===== src/rtl/palette_pkg.sv =====
// ---------------------------------------------------------------------------
// palette_pkg
// Shared types and constants for the palette lookup block.
//   rgb12_t       : packed {r, g, b} 4-bit-per-channel colour
//   LEVEL_MAX     : full-brightness fade level (identity scaling)
//   fade_state_e  : fade controller states (IDLE, RUN)
//   scale_chan()  : (c * level) >> 4 for one channel
// ---------------------------------------------------------------------------
package palette_pkg;

  localparam logic [4:0] LEVEL_MAX = 5'd16;

  typedef struct packed {
    logic [3:0] r;
    logic [3:0] g;
    logic [3:0] b;
  } rgb12_t;

  typedef enum logic [0:0] {
    FADE_IDLE = 1'b0,
    FADE_RUN  = 1'b1
  } fade_state_e;

  // Largest product is 15 * 16 = 240, so 8 bits hold it without overflow.
  function automatic logic [3:0] scale_chan(input logic [3:0] c, input logic [4:0] level);
    logic [7:0] prod;
    prod = {4'b0000, c} * {3'b000, level};
    return 4'(prod >> 4);
  endfunction

endpackage


===== src/rtl/palette_fader.sv =====
// ---------------------------------------------------------------------------
// palette_fader
// Brightness fade controller: steps a 0..16 level toward a target of 0
// (fade out) or 16 (fade in), one step every FADE_STEP_FRAMES frame ticks.
// Ports:
//   clk_i, rst_i   : clock, asynchronous active-high reset
//   fade_start_i   : start a fade (ignored while running)
//   fade_dir_i     : 1 = fade in (target 16), 0 = fade out (target 0)
//   frame_tick_i   : one-cycle pulse per frame
//   state_o        : current controller state (RUN means busy)
//   level_o        : current brightness level 0..16
// ---------------------------------------------------------------------------
import palette_pkg::*;

module palette_fader #(
  parameter int FADE_STEP_FRAMES = 2
) (
  input  logic        clk_i,
  input  logic        rst_i,
  input  logic        fade_start_i,
  input  logic        fade_dir_i,
  input  logic        frame_tick_i,
  output fade_state_e state_o,
  output logic [4:0]  level_o
);

  localparam int CNT_W = (FADE_STEP_FRAMES > 1) ? $clog2(FADE_STEP_FRAMES) : 1;
  localparam logic [CNT_W-1:0] CNT_LAST = CNT_W'(FADE_STEP_FRAMES - 1);

  fade_state_e      state_q, state_d;
  logic [4:0]       level_q, level_d;
  logic [4:0]       target_q, target_d;
  logic [CNT_W-1:0] cnt_q, cnt_d;
  logic [4:0]       step_level;

  always_comb begin
    state_d  = state_q;
    level_d  = level_q;
    target_d = target_q;
    cnt_d    = cnt_q;

    // One step toward the target; the target is always 0 or 16, so the
    // level can never leave 0..16.
    step_level = level_q;
    if (target_q > level_q)      step_level = level_q + 5'd1;
    else if (target_q < level_q) step_level = level_q - 5'd1;

    case (state_q)
      FADE_IDLE: begin
        if (fade_start_i) begin
          state_d  = FADE_RUN;
          target_d = fade_dir_i ? LEVEL_MAX : 5'd0;
          cnt_d    = '0;
        end
      end
      FADE_RUN: begin
        // Only reachable when a fade was started with the level already
        // at its target: spend one cycle busy, then return.
        if (level_q == target_q) begin
          state_d = FADE_IDLE;
        end else if (frame_tick_i) begin
          if (cnt_q == CNT_LAST) begin
            level_d = step_level;
            cnt_d   = '0;
            if (step_level == target_q) state_d = FADE_IDLE;
          end else begin
            cnt_d = cnt_q + 1'b1;
          end
        end
      end
      default: state_d = FADE_IDLE;
    endcase
  end

  always_ff @(posedge clk_i or posedge rst_i) begin
    if (rst_i) begin
      state_q  <= FADE_IDLE;
      level_q  <= LEVEL_MAX;
      target_q <= LEVEL_MAX;
      cnt_q    <= '0;
    end else begin
      state_q  <= state_d;
      level_q  <= level_d;
      target_q <= target_d;
      cnt_q    <= cnt_d;
    end
  end

  assign state_o = state_q;
  assign level_o = level_q;

endmodule


===== src/rtl/palette_bank_lut.sv =====
// ---------------------------------------------------------------------------
// palette_bank_lut
// Multi-bank 12-bit RGB palette with a 2-cycle lookup pipeline
// (stage 1: table read, stage 2: brightness scaling) and optional fade.
// Build option: define PALETTE_FADE_EN to include the fade controller;
// without it the level is fixed at 16 and colours pass through unscaled.
// Ports:
//   Clk, Reset                 : clock, asynchronous active-high reset
//   pix_valid, bank_sel, index : lookup request, one per cycle
//   red, green, blue           : scaled colour, valid with rgb_valid
//   rgb_valid                  : pix_valid delayed by 2 cycles
//   transparent                : looked-up index was 0, aligned with rgb
//   wr_en, wr_bank, wr_index, wr_data : table write port ({R,G,B})
//   frame_tick, fade_start, fade_dir  : fade control inputs
//   fade_busy, fade_level             : fade status
// Handshake: pix_valid is a pure strobe, no backpressure; every request
// produces exactly one rgb_valid pulse two cycles later.
// ---------------------------------------------------------------------------
import palette_pkg::*;

module palette_bank_lut #(
  parameter int IDX_W            = 3,
  parameter int NUM_BANKS        = 4,
  parameter int FADE_STEP_FRAMES = 2
) (
  input  logic                         Clk,
  input  logic                         Reset,
  input  logic                         pix_valid,
  input  logic [$clog2(NUM_BANKS)-1:0] bank_sel,
  input  logic [IDX_W-1:0]             index,
  output logic [3:0]                   red,
  output logic [3:0]                   green,
  output logic [3:0]                   blue,
  output logic                         rgb_valid,
  output logic                         transparent,
  input  logic                         wr_en,
  input  logic [$clog2(NUM_BANKS)-1:0] wr_bank,
  input  logic [IDX_W-1:0]             wr_index,
  input  logic [11:0]                  wr_data,
  input  logic                         frame_tick,
  input  logic                         fade_start,
  input  logic                         fade_dir,
  output logic                         fade_busy,
  output logic [4:0]                   fade_level
);

  localparam int ENTRIES = 1 << IDX_W;

  rgb12_t tbl_q [NUM_BANKS][ENTRIES];

  logic   s1_valid_q, s1_transp_q;
  rgb12_t s1_rgb_q;
  logic   out_valid_q, out_transp_q;
  rgb12_t out_rgb_q, out_rgb_d;

  // Table: the stage-1 register samples the pre-write contents, so a
  // same-cycle write and read of one entry returns the old data.
  always_ff @(posedge Clk or posedge Reset) begin
    if (Reset) begin
      for (int b = 0; b < NUM_BANKS; b++) begin
        for (int e = 0; e < ENTRIES; e++) begin
          tbl_q[b][e] <= '0;
        end
      end
    end else if (wr_en) begin
      tbl_q[wr_bank][wr_index] <= wr_data;
    end
  end

`ifdef PALETTE_FADE_EN
  fade_state_e fade_state;

  palette_fader #(
    .FADE_STEP_FRAMES(FADE_STEP_FRAMES)
  ) u_fader (
    .clk_i        (Clk),
    .rst_i        (Reset),
    .fade_start_i (fade_start),
    .fade_dir_i   (fade_dir),
    .frame_tick_i (frame_tick),
    .state_o      (fade_state),
    .level_o      (fade_level)
  );

  assign fade_busy = (fade_state == FADE_RUN);

  always_comb begin
    out_rgb_d.r = scale_chan(s1_rgb_q.r, fade_level);
    out_rgb_d.g = scale_chan(s1_rgb_q.g, fade_level);
    out_rgb_d.b = scale_chan(s1_rgb_q.b, fade_level);
  end
`else
  localparam int unused_step_frames = FADE_STEP_FRAMES;
  logic unused_fade_inputs;

  assign unused_fade_inputs = ^{frame_tick, fade_start, fade_dir};
  assign fade_level         = LEVEL_MAX;
  assign fade_busy          = 1'b0;
  assign out_rgb_d          = s1_rgb_q;
`endif

  // Two pipeline stages; both are cleared by reset so in-flight lookups
  // are dropped.
  always_ff @(posedge Clk or posedge Reset) begin
    if (Reset) begin
      s1_valid_q   <= 1'b0;
      s1_transp_q  <= 1'b0;
      s1_rgb_q     <= '0;
      out_valid_q  <= 1'b0;
      out_transp_q <= 1'b0;
      out_rgb_q    <= '0;
    end else begin
      s1_valid_q   <= pix_valid;
      s1_transp_q  <= (index == '0);
      s1_rgb_q     <= tbl_q[bank_sel][index];
      out_valid_q  <= s1_valid_q;
      out_transp_q <= s1_valid_q & s1_transp_q;
      out_rgb_q    <= out_rgb_d;
    end
  end

  assign red         = out_rgb_q.r;
  assign green       = out_rgb_q.g;
  assign blue        = out_rgb_q.b;
  assign rgb_valid   = out_valid_q;
  assign transparent = out_transp_q;

endmodule


===== config.mk =====
export PLATFORM = sky130hd
export DESIGN_NAME = palette_bank_lut
export DESIGN_NICKNAME = d
export VERILOG_FILES = /design/src/rtl/palette_pkg.sv /design/src/rtl/palette_fader.sv /design/src/rtl/palette_bank_lut.sv
export SDC_FILE = /design/constraint.sdc
export NUM_CORES = 1
export LEC_CHECK = 0
export ABC_AREA = 1
export ABC_CLOCK_PERIOD_IN_PS = 13500
export CORE_MARGIN = 5
export CORE_UTILIZATION = 56
export DETAILED_ROUTE_END_ITERATION = 16
export GPL_TIMING_DRIVEN = 0
export PLACE_DENSITY = 0.86
export REMOVE_ABC_BUFFERS = 1
export SLEW_MARGIN = 20
export SYNTH_ARGS = -nofsm -noshare
export SYNTH_HDL_FRONTEND = slang
export SYNTH_SLANG_ARGS = --single-unit

===== constraint.sdc =====
create_clock -name Clk -period 13.5 [get_ports Clk]
set_input_delay 2.7 -clock Clk [delete_from_list [all_inputs] [get_ports Clk]]
set_output_delay 2.7 -clock Clk [all_outputs]
set_load 0.01 [all_outputs]

== After elaboration in Yosys (flattened, before gate mapping) ==
Cells that the tools add are included.
Word-level totals
  bits of input ports: 29
  output and inout bits: 20
  logic and storage cells: 131
  register bits after elaboration: 412
Operators by class
  bitwise gates (word level): 5
  muxes and demuxes: 11
  order comparisons: 6
  reductions and logical operators: 3
Operator list (count)
  384-bit bitwise mux: 1
  96-bit two-way mux: 3
  96-bit binary-select mux with 2-bit select: 1
  96-bit demux with 2-bit select: 1
  12-bit binary-select mux with 3-bit select: 1
  12-bit demux with 3-bit select: 1
  12-bit two-way mux: 3
  4-bit greater-or-equal comparator, second input constant: 2
  3-bit inverter with 4-bit output: 2
  3-bit greater-or-equal comparator, second input constant: 2
  2-bit inverter with 3-bit output: 2
  4-bit by 1-bit less-than comparator with 1-bit output, second input constant: 1
  3-bit zero test: 1
  3-bit by 1-bit less-than comparator with 1-bit output, second input constant: 1
  1-bit logical AND: 2
  1-bit AND: 1

== Depth between registers and ports, before layout ==
Gate-level depths: netlist of the first run.
  depth in word-level cells: 8
  gate-level depth with buffers: 11
  gate-level depth less buffers: 9

== Worst setup path after synthesis of the first run ==
OpenSTA, ideal clock, no wires.
  path kind: input port to flip-flop
  from: input bank_sel[1]
  to: register s1_rgb_q (netlist bit out_rgb_d[1])
  setup slack: 9.696 ns
  setup time: 0.117 ns
  stages on the path: 10
  arrival time: 3.686 ns
  path through: buf_2 -> buf_2 -> buf_1 -> nand3_1 -> nand3_1 -> nand2_1 -> nand2_1 -> nand2_1 -> nand2_1 -> nand2_1
Between the ends
  cells in the longest elaborated chain, start to end: 7
RTL lines
  start: declaration: line palette_bank_lut.sv:29  | input logic [$clog2(NUM_BANKS)-1:0] bank_sel,
  2-bit inverter with 3-bit output (implied by the code): line palette_bank_lut.sv:115  | s1_rgb_q <= tbl_q[bank_sel][index];
  96-bit binary-select mux with 2-bit select: line palette_bank_lut.sv:115
  96-bit two-way mux (implied by the code) (2 in a row): line palette_bank_lut.sv:115
  12-bit binary-select mux with 3-bit select: line palette_bank_lut.sv:115
  12-bit two-way mux (implied by the code) (2 in a row): line palette_bank_lut.sv:115
  end signal: assignment: line palette_bank_lut.sv:115
  end: declaration: line palette_bank_lut.sv:52  | rgb12_t s1_rgb_q;
No other way between the ends. The select of a mux whose other input is x is not followed.
A chain may end at the register's enable or synchronous reset.

== Worst setup path in the final report of the first run ==
  from: input bank_sel[0]
  to: register s1_rgb_q (netlist bit out_rgb_d[3])
Same word-level chain as after synthesis.

==> results of run 1 <==
[placed cells by master, fill, tap and decap left out]
cell type        count
buf_16               9
clkinv_4             1
nor3_4               3
nor2_4               5
inv_1               17
buf_8                1
clkbuf_1             9
conb_1               6
clkinv_2             7
buf_12               1
clkinvlp_4           1
nand2_1            892
dfrtp_1            412
nand3_1            288
bufinv_16            2
buf_2                2
clkbuf_8            11
o21ai_0            318
clkinv_1             6
nor3_2               1
inv_2                4
clkdlybuf4s50_1     35
a21oi_1             60
inv_8                2
nor3_1               9
clkbuf_16           41
buf_6                1
o21ai_1              6
nor2_1              60
[cell families (layout without fill, tap and decap cells)]
kind of cell           after synthesis  count (layout)
AOI/OAI and AO/OA                  384             384
buffers and inverters              217             150
DFF                                412             412
other                                2               6
and+or+nand+nor                   1258            1258
[worst max-delay path, stage by stage]
cell	delay [ps]
buf_8	400
buf_16	430
inv_8	330
buf_16	290
nand2_1	180
nand3_1	100
nand3_1	110
nand2_1	70
nand2_1	70
nand2_1	140
nand2_1	100
nand2_1	130
[flip-flops by register name, indices dropped and copies added, names as in the netlist]
register and cells:
tbl_q 384, out_rgb_d 12, blue 4, green 4, red 4, rgb_valid 1
s1_transp_q 1, s1_valid_q 1, transparent 1
[area by class of cell]
cell class	instances	area [µm²]	area share [%]
clock buffers	61	1211	6.031
flip-flops and latches	412	10310	51.34
multi-input cells	1648	7119	35.45
clock inverters	10	102.6	0.5109
inverters	30	132.6	0.6604
well taps	442	553.0	2.754
repair buffers	49	654.4	3.258
[path summary, 6_finish.rpt]
check,startpoint,endpoint,cells past startpoint
max,bank_sel[0],out_rgb_d[3],12
min,out_rgb_d[4],green[0],0
max reg2reg,tbl_q[267],out_rgb_d[3],8
min in group asynchronous,Reset,tbl_q[277],3
max in group asynchronous,Reset,tbl_q[27],4
min reg2reg,out_rgb_d[4],green[0],0
[layer usage]
metal	wire (µm)	GRT usage, %	up-vias
met1	18730	36.46	7482
met5	0	0	-
li1	-	-	7170
met3	4784	4.504	110
met4	1563	9.613	0
met2	21760	40.18	872
[power groups by stage]
| stage | clock network, mW | registers (mW) | logic, mW |
|---|---|---|---|
| finish | 1.12 | 1.59 | 0.481 |
| global placement | 0 | 1.60 | 0.446 |
| global route | 1.18 | 1.62 | 0.553 |
| CTS | 1.13 | 1.59 | 0.480 |
| detailed placement | 0 | 1.61 | 0.472 |
| floorplan | 0 | 1.58 | 0.330 |
==> results.py, run 1 <==
metrics = {
    "floorplan": {
        "die_h_um": 190.9,
        "die_x_um": 190.9,
        "row_count": 66,
        "ios": 49,
        "coreArea_um2": 32450,
        "dieArea_um2": 36430,
        "start_util_pct": 56.45,
    },
    "timing": {
        "min_period_ps": 5048,
        "period_share_pct": 37.39,
        "hold_viol_final": 0,
        "setup_viol": 0,
        "setup_ws_ps": 8452,
        "skew_ps": 16.23,
        "finalSetupTns_ps": 0,
        "fmax_ghz": 0.1981,
        "hold_slack_ps": 347.8,
        "drv_slew": 0,
        "tightest_slew_ps": 1173,
        "rsz0062_at_grt": "false",
        "relSlewSlack_pct": 21.71,
    },
    "run": {
        "drv_cap": 0,
    },
    "min_path": {
        "min_path_type": "register to register",
    },
    "placement": {
        "io_buffers": 39,
        "place.gp.congestion": 0.8151,
        "place_ws_ps": 7938,
        "dpl_cell_area_um2": 18770,
        "placed_cells": 2581,
        "place_hpwl_mm": 26.38,
    },
    "yosys": {
        "synth_most_common_cell": "nand2_1",
        "synth.distinct_cells": 20,
        "ys_async_sr_fraction_pct": 100.0,
        "postSynthCellCount": 2273,
        "synthesis.area_um2": 18320,
        "ys_seq_area_share_pct": 56.28,
        "synthSimpleGateAreaFrac_pct": 28.25,
        "synth_area_leader_cell": "dfrtp_1",
        "synth_top_area_share_pct": 56.28,
        "synthAdderAreaFrac_pct": 0,
        "yosysWarnings": 0,
        "synthMuxAreaShare_pct": 0,
        "synth-edff-count": 0,
        "netlist_top_cells_area": "dfrtp_1, nand2_1, o21ai_0, nand3_1, clkbuf_1",
        "synth-xor-area-share_pct": 0,
        "synth_compound_area_share_pct": 10.49,
        "synth_top_family_by_area": "simple AND/OR/NAND/NOR gates",
        "ys.flop_type": "dfrtp_1",
        "ys_top_cells_by_count": "nand2_1, dfrtp_1, o21ai_0",
        "synth.ff_latch_count": 412,
        "syn_avg_cell_area_um2": 8.059,
    },
    "critical_path": {
        "worstSetupStartpointType": "input pin",
        "critical_path_class": "input pin to register",
        "critical_path_arrival_ps": 5420,
        "cp.required_ps": 13870,
        "cp_max_fo": 113,
        "end_kind": "register",
        "r2r_slack_ps": 12160,
    },
    "pwr": {
        "leakage_nw": 9.459,
        "intPower_mw": 2.308,
        "switching_power_mw": 0.8829,
        "p_clk_share_pct": 35.1,
        "power.total_mw": 3.191,
        "vdd_ir_drop_max_mv": 0.08444,
        "p_per_area_nw_per_um2": 158.9,
        "swShare_pct": 27.66,
        "combPwrFrac_pct": 15.1,
        "share_seq_of_total_power_pct": 49.9,
    },
    "clocking": {
        "numCtsBuffers": 41,
        "clk_pin_slew_ps": 60,
        "cts_hold_buffers": 0,
        "insertion_delay_ps": 530,
        "cts_setup_buffers": 0,
        "tritoncts": "built",
        "clock-root-buffer": "clkbuf_16",
        "clock_path_buffers": 3,
        "cts.sinks": 412,
        "h-tree-depth": 2,
        "cts_resized": 0,
    },
    "grt": {
        "grt-ovfl-total": 0,
        "grt_pass1_vias": 14800,
        "track_usage_pct": 25.72,
        "grt_start_max_net_pins": 114,
        "antenna_found_initial": 0,
        "grt_first_pass_wirelength_mm": 76.18,
    },
    "drt": {
        "ant_nets": 0,
        "vias": 15630,
        "dr.pass1.iters": 6,
        "drc": 0,
        "routed_via_density": 5.895,
        "drt_iter0_markers": 2226,
        "wl_per_cell_um": 17.66,
        "routed_wl_mm": 46.83,
    },
    "run_status": {
        "outcome": "completed",
    },
    "finish": {
        "final_util_pct": 61.88,
        "nNetsFinal": 2211,
        "drive_gt1_share_pct": 4.163,
        "n_antenna_cell": 0,
        "final_cells": 2652,
        "fin_area_um2": 20080,
        "n_fill_cell": 2564,
        "area_growth_pct": 9.630,
    },
}
No activity file was read; power rests on OpenSTA's default activity.
==> run 2: changes to the inputs <==
--- a/config.mk
+++ b/config.mk
@@ -6,7 +6,7 @@
 export NUM_CORES = 1
 export LEC_CHECK = 0
 export ABC_AREA = 1
-export ABC_CLOCK_PERIOD_IN_PS = 13500
+export ABC_CLOCK_PERIOD_IN_PS = 4600
 export CORE_MARGIN = 5
 export CORE_UTILIZATION = 56
 export DETAILED_ROUTE_END_ITERATION = 16
==> constraint.sdc (replaced) <==
create_clock -name Clk -period 4.6 [get_ports Clk]
set_input_delay 0.92 -clock Clk [delete_from_list [all_inputs] [get_ports Clk]]
set_output_delay 0.92 -clock Clk [all_outputs]
set_load 0.01 [all_outputs]
==> results of run 2 <==
Same layout as run 1 (identical final DEF). Status: completed.
Main changes from that run: setup slack after placement 7938 ps -> 817.6 ps; setup slack after layout 8452 ps -> 1332 ps; register-to-register setup slack 12160 ps -> 3260 ps; total power 3.191 mW -> 9.366 mW; worst IR drop on VDD 0.08444 mV -> 0.2478 mV
==> run 3: changes to the inputs <==
--- a/config.mk
+++ b/config.mk
@@ -6,12 +6,12 @@
 export NUM_CORES = 1
 export LEC_CHECK = 0
 export ABC_AREA = 1
-export ABC_CLOCK_PERIOD_IN_PS = 4600
+export ABC_CLOCK_PERIOD_IN_PS = 3300
 export CORE_MARGIN = 5
-export CORE_UTILIZATION = 56
+export CORE_UTILIZATION = 62
 export DETAILED_ROUTE_END_ITERATION = 16
 export GPL_TIMING_DRIVEN = 0
-export PLACE_DENSITY = 0.86
+export PLACE_DENSITY = 0.9
 export REMOVE_ABC_BUFFERS = 1
 export SLEW_MARGIN = 20
 export SYNTH_ARGS = -nofsm -noshare
==> constraint.sdc (replaced) <==
create_clock -name Clk -period 3.3 [get_ports Clk]
set_input_delay 0.66 -clock Clk [delete_from_list [all_inputs] [get_ports Clk]]
set_output_delay 0.66 -clock Clk [all_outputs]
set_load 0.01 [all_outputs]
==> run 3 against run 2 <==
Effect of this change:
- critical endpoint is now out_rgb_d[10]
- register-to-register slack got worse by 1300 ps
- worst setup slack got worse by 860 ps
- design area decreased by 0.19%
- via count increased by 2.8%
- first-iteration DRC count increased by 14%
- highest routed layer is now met5
- die area decreased by 9.2%
- combinational power increased by 43%
- non-clock buffer count unchanged
- clock skew decreased by 3.1 ps
- largest cell class unchanged
- sequential share of layout area increased by 0.096 points
==> results.py, run 3 (synthesis gave the netlist of run 1 again) <==
metrics = {
    "run_status": {
        "outcome": "completed",
    },
    "clocking": {
        "insertion_delay_ps": 540,
        "clk_pin_slew_ps": 60,
        "cts.sinks": 412,
        "cts_hold_buffers": 0,
        "cts_setup_buffers": 0,
        "tritoncts": "built",
        "clock_path_buffers": 3,
        "clock-root-buffer": "clkbuf_16",
        "numCtsBuffers": 41,
        "h-tree-depth": 2,
        "cts_resized": 0,
    },
    "critical_path": {
        "cp_max_fo": 109,
        "end_kind": "register",
        "r2r_slack_ps": 1970,
        "critical_path_class": "input pin to register",
        "critPathCapture": "out_rgb_d[10]",
        "r2r_end": "out_rgb_d[10]",
        "cp.required_ps": 3700,
        "worstSetupStartpointType": "input pin",
        "reg2reg_from": "tbl_q[130]",
        "critPathLaunch": "bank_sel[0]",
        "reg2regPathDepth": 8,
        "critical_path_arrival_ps": 3230,
    },
    "timing": {
        "rsz0062_at_grt": "false",
        "finalSetupTns_ps": 0,
        "hold_viol_final": 0,
        "skew_ps": 13.09,
        "fmax_ghz": 0.3533,
        "min_period_ps": 2831,
        "setup_viol": 0,
        "period_share_pct": 85.78,
        "hold_slack_ps": 351.5,
        "drv_slew": 0,
        "relSlewSlack_pct": 20.75,
        "tightest_slew_ps": 1187,
    },
    "drt": {
        "routed_wl_mm": 48.82,
        "drt_iter0_markers": 2540,
        "drc": 0,
        "ant_nets": 0,
        "vias": 16070,
        "wl_per_cell_um": 18.78,
        "routed_via_density": 6.179,
        "dr.pass1.iters": 9,
    },
    "finish": {
        "final_common_cell": "nand2_1",
        "n_antenna_cell": 0,
        "final_cell_mix": "nand2_1, dfrtp_1, o21ai_0",
        "largest_reg_flops": 384,
        "drive_gt1_share_pct": 4.163,
        "nNetsFinal": 2211,
        "regMostFlops": "tbl_q",
        "area_growth_pct": 9.426,
    },
    "placement": {
        "io_buffers": 39,
        "place.gp.congestion": 0.8718,
        "place_hpwl_mm": 27.24,
    },
    "floorplan": {
        "die_x_um": 181.9,
        "die_h_um": 181.9,
        "row_count": 63,
        "start_util_pct": 62.30,
        "dieArea_um2": 33080,
        "ios": 49,
        "coreArea_um2": 29400,
    },
    "grt": {
        "grt_start_max_net_pins": 114,
        "grt_pass1_vias": 15450,
        "antenna_found_initial": 1,
        "track_usage_pct": 29.10,
        "grt_first_pass_wirelength_mm": 78.98,
        "grt-ovfl-total": 0,
    },
    "min_path": {
        "min_path_type": "register to register",
    },
    "pwr": {
        "p_per_area_nw_per_um2": 660.7,
        "vdd_ir_drop_max_mv": 0.3459,
        "leakage_nw": 9.482,
    },
    "run": {
        "drv_cap": 0,
    },
}
==> run 3: changes by cell type in the layout (fill, tap and decap cells not counted) <==
cell / delta
inv_1: +2
inv_6: +2
clkinv_1: -2
clkinvlp_4: -1
bufinv_16: +1
buf_12: +1
clkbuf_8: -4
clkbuf_16: +2
buf_16: -1
==> run 3: worst max-delay path: stages <==
cell	delay, ps
buf_8	390
buf_16	400
inv_8	340
buf_16	360
nand2_1	130
nand3_1	80
nand3_1	110
nand2_1	80
nand2_1	90
nand2_1	150
nand2_1	90
nand2_1	100
==> run 3: through the flow <==
stage	setup WS [ps]	area, µm²	util [%]	std cells	power, mW
after floorplan	-8825	17540	-	2090	7.826
after CTS	494.6	20050	68.19	2600	13.21
after global placement	-13910	18420	62.65	2519	8.343
final	469.2	20050	68.18	2600	13.24
after global routing	399.8	20050	68.18	2600	13.85
after detailed placement	-52.13	18700	63.61	2529	8.517
==> run 3: routing by layer <==
metal  part of all wire (%)  up-vias  GRT usage, %
met5                  0.016        -             0
met4                    4.0        2         11.80
met3                     11      173         5.529
met2                     48     1055         46.82
met1                     38     7665         39.40
li1                       -     7171             -
==> run 3: worst min-delay path by stage <==
stage / start / endpoint / slack [ps] / cells past startpoint
finish: out_rgb_d[8] / red[0] / 350 / 0
global route: out_rgb_d[8] / red[0] / 360 / 0
CTS: out_rgb_d[8] / red[0] / 350 / 0
detailed placement: out_rgb_d[2] / blue[2] / 340 / 0
global placement: out_rgb_d[7] / green[3] / 330 / 0
floorplan: out_rgb_d[0] / blue[0] / 330 / 0
==> run 3: power by group <==
group / switching, mW / leakage (nW) / internal (mW)
combinational: 1.26 / 3.53 / 0.751
sequential: 0.532 / 5.28 / 6.01
clock: 1.92 / 0.670 / 2.77
total: 3.71 / 9.48 / 9.53
==> run 3: cell type report <==
type                            count  area [µm²]
Clock buffer                       59        1206
Inverter                           30       132.6
Tap cell                          390       488.0
Clock inverter                     12       142.6
Timing Repair Buffer               49       646.9
Fill cell                        2083        9356
Multi-Input combinational cell   1648        7119
Sequential cell                   412       10310
